[config.mk]
export PLATFORM = sky130hd
export DESIGN_NAME = collision_detector
export DESIGN_NICKNAME = d
export VERILOG_FILES = /design/src/rtl/collision_detector.sv
export SDC_FILE = /design/constraint.sdc
export NUM_CORES = 1
export LEC_CHECK = 0
export BUFFER_PORTS_ARGS = -buffer_cell sky130_fd_sc_hd__buf_2
export CORE_ASPECT_RATIO = 1.1
export CORE_UTILIZATION = 60
export CTS_BUF_LIST = sky130_fd_sc_hd__clkbuf_8
export DETAILED_ROUTE_END_ITERATION = 10
export PLACE_DENSITY = 0.88
export RECOVER_POWER = 100
export SYNTH_ARGS = -nofsm -noshare
export SYNTH_HDL_FRONTEND = slang
export SYNTH_SLANG_ARGS = --single-unit
[constraint.sdc]
create_clock -name clka -period 0.8 [get_ports clka]
set_input_delay 0.2 -clock clka [delete_from_list [all_inputs] [get_ports clka]]
set_output_delay 0.2 -clock clka [all_outputs]
set_load 0.1 [all_outputs]
[src/rtl/collision_detector.sv]
// Pac-Man/ghost overlap detector: registers a hit when both per-axis
// absolute centre distances are within the configured pixel tolerances.
module collision_detector #(
    parameter int unsigned HIT_TOL_X = 0,
    parameter int unsigned HIT_TOL_Y = 0
) (
    input  logic        clka,
    input  logic        rst_n,
    input  logic [10:0] ghost_curr_pos_x,
    input  logic [9:0]  ghost_curr_pos_y,
    input  logic [10:0] pacman_curr_pos_x,
    input  logic [9:0]  pacman_curr_pos_y,
    output logic        pacman_is_dead
);

    logic [10:0] dx;
    logic [9:0]  dy;
    logic        hit_x;
    logic        hit_y;
    logic        hit;

    // Larger minus smaller keeps the difference non-negative, so no wrap-around.
    always_comb begin
        if (ghost_curr_pos_x >= pacman_curr_pos_x)
            dx = ghost_curr_pos_x - pacman_curr_pos_x;
        else
            dx = pacman_curr_pos_x - ghost_curr_pos_x;

        if (ghost_curr_pos_y >= pacman_curr_pos_y)
            dy = ghost_curr_pos_y - pacman_curr_pos_y;
        else
            dy = pacman_curr_pos_y - ghost_curr_pos_y;
    end

    // Compared at 32 bits so tolerances beyond the axis range simply always match.
    assign hit_x = (32'(dx) <= HIT_TOL_X);
    assign hit_y = (32'(dy) <= HIT_TOL_Y);
    assign hit   = hit_x & hit_y;

    always_ff @(posedge clka or negedge rst_n) begin
        if (!rst_n)
            pacman_is_dead <= 1'b0;
        else
            pacman_is_dead <= hit;
    end

endmodule

==> impl_metrics.yaml <==
power_and_ir_drop:
  powerDensity_mw_per_mm2: 750
  ir_worst_vdd_mv: 0.578
  leakage_uw: 0.00138
  power_uw: 1910
sta:
  period_share_pct: 313
  max_slew_margin_pct: 69.7
  hold_viol_final: 0
  setup_viol: 1
  tightest_slew_ps: 448
  rsz0062_at_grt: "true"
  report.final.slew_viol_count: 0
  min_period_ps: 2500
  setup_slack_ps: -1700
  max_freq_ghz: 0.399
status:
  violations: "negative setup slack"
  status: "finished with violations"
floorplan:
  initial_core_util_pct: 64.0
  core_mm2: 0.00280
  rows: 20
  die_w_um: 54.1
  die_y_um: 59.4
  io_pins: 45
  dieArea_mm2: 0.00321
synthesis:
  ys_seq_elements: 1
  synth-edff-count: 0
  syn_area_mm2: 0.00179
  yosysWarningCount: 0
  synthFlopType: "dfrtp_1"
  synthArstFlopShare_pct: 100
  synth.avg_cell_area_um2: 7.01
  synth_top_area_cell: "ha_1"
  synthCells: 256
  ys_seq_area_share_pct: 1.39
  syn_nets: 340
  synth.area.top_cells: "ha_1, inv_1, a21oi_1"
  yosysTopAreaCellShare_pct: 27.9
  synth.distinct_cells: 49
route:
  via_count: 2466
  wl_per_cell_um: 15.9
  viasPerCell: 6.39
  drc: 0
  drt-initial-drc-count: 193
  drt-total-wl_mm: 6.15
  drtPass1Iterations: 5
  ant_nets: 0
final_layout:
  synthToLayoutAreaGrowth_pct: 41.9
  stdcell_area_mm2: 0.00255
  layout-drive-gt1-share_pct: 35.5
  largest-register: "pacman_is_dead"
  largest_reg_flops: 1
  fillers: 127
  nets: 438
  reg_top3: "pacman_is_dead x1"
worst_setup_path:
  startpoint_type: "primary input"
  crit_family: "compound AO/OA/AOI/OAI gates"
  slowest_stage: "or4_1"
  worstPathRequired_ps: 700
  endpoint_kind: "flip-flop"
  cp_num_buf_inv: 2
  crit_fanout: 4
  path_cells: "buf_2 -> inv_1 -> ha_1 -> o21a_1 -> o31a_1 -> or4_1 -> a221oi_2 -> o311ai_1 -> o41ai_2 -> o221ai_1 -> nor4_2"
  crit_arrival_ps: 2400
  crit_type: "primary input to flip-flop"
  cp_slowest_stage_delay_ps: 500
placement:
  gp_congestion: 0.927
  dp_worst_setup_slack_ps: -1690
  dpl.hpwl_mm: 4.75
  port_buffers: 44
  placed_area_mm2: 0.00250
clock_tree:
  clkTransAtPathRegs_ps: 0
  postCtsSetupBuffers: 0
grt:
  antenna_found_initial: 1
  overflow: 0
  grt_usage_pct: 36.3
  grt_pass1_wl_mm: 8.94
  grt_max_degree: 12
  grt_pass1_vias: 2345
hold_path:
  hold_class: "primary input to asynchronous set/reset pin"
flow_run:
  max-cap-violations: 0
==> synthesized netlist by cell type (4+ instances only) <==
master,n
o21ai_0,8
xor2_1,7
o21a_1,6
a211oi_1,6
nor3_1,10
nand4_1,4
nand3_1,5
or3_1,4
o211ai_1,5
ha_1,40
nor2_1,16
a21oi_1,16
o31a_1,4
clkbuf_1,9
a21o_1,5
nand2_1,14
inv_1,41
==> placed cells by master, fill, tap and decap left out, types with 2 or more instances in the layout <==
master / synthesis / final
a211oi_1: 6 / 6
a21o_1: 5 / 5
a21oi_1: 16 / 15
a31oi_1: 3 / 3
and2_1: 3 / 2
and3_1: 2 / 2
buf_2: 3 / 42
buf_4: 0 / 64
ha_1: 40 / 39
inv_1: 41 / 40
nand2_1: 14 / 13
nand3_1: 5 / 5
nand4_1: 4 / 4
nor2_1: 16 / 16
nor2b_1: 3 / 3
nor2b_4: 2 / 2
nor3_1: 10 / 9
nor4_1: 3 / 3
o211ai_1: 5 / 5
o21a_1: 6 / 6
o21ai_0: 8 / 8
o21ai_2: 0 / 2
o311ai_1: 2 / 2
o31a_1: 4 / 4
o41a_1: 2 / 2
o41ai_1: 3 / 3
or3_1: 4 / 4
or4_1: 3 / 3
xnor2_1: 3 / 3
xor2_1: 7 / 7
==> path summary, 6_finish.rpt <==
kind	to	slack, ps	from	cells after the start
setup / recovery	pacman_is_dead$_DFF_PN0_	-1700	ghost_curr_pos_y[2]	11
hold / removal	pacman_is_dead$_DFF_PN0_	530	rst_n	2
max in group asynchronous	pacman_is_dead$_DFF_PN0_	160	rst_n	2
min in group clka	pacman_is_dead	750	pacman_is_dead$_DFF_PN0_	1
==> per-layer routing <==
metal	track usage, %	wire, um	up-vias
met3	4.10	398	57
li1	-	-	1116
met5	0	0	-
met4	23.1	364	0
met1	35.3	2220	1116
met2	69.0	3160	177
==> logic make-up after synthesis <==
| kind of cell | synth area share, % |
|---|---|
| muxes | 0.558 |
| buffers and inverters | 11.9 |
| adders and majority gates | 27.9 |
| and+or+nand+nor | 22.9 |
| DFF | 1.39 |
| AOI/OAI and AO/OA | 30.5 |
| xor gates and xnor gates | 4.88 |
==> what timing repair did <==
action,4_1_cts,5_1_grt
gates resized for setup,3,9
hold endpoints to repair,1,0
endpoints found under the setup margin,1,1
hold buffers,1,0
pin swaps,1,2
==> metrics by stage <==
stage	hold slack (ps)	cells	TNS (ps)	util (%)
2_1_floorplan	-95.6	256	-1780	-
3_3_place_gp	-20.4	384	-1620	89.3
3_5_place_dp	-19.3	384	-1690	89.3
4_1_cts	518	385	-1640	89.8
5_1_grt	538	386	-1930	90.8
6_report	528	386	-1700	90.8
==> power breakdown <==
part           total (uW)  switching (uW)  internal, uW
registers            51.5         0.00414          51.5
logic                1860             968           891
clock network    0.000167               0      0.000167
==> final cells by class <==
type | instances | area (um2) | area share (%)
Multi-Input combinational cell | 201 | 1610 | 63.1
Antenna cell | 1 | 2.50 | 0.0983
Sequential cell | 1 | 25.0 | 0.983
Inverter | 41 | 154 | 6.04
Timing Repair Buffer | 109 | 716 | 28.1
Tap cell | 33 | 41.3 | 1.62
Note: power is estimated with default switching activity, not from simulation.
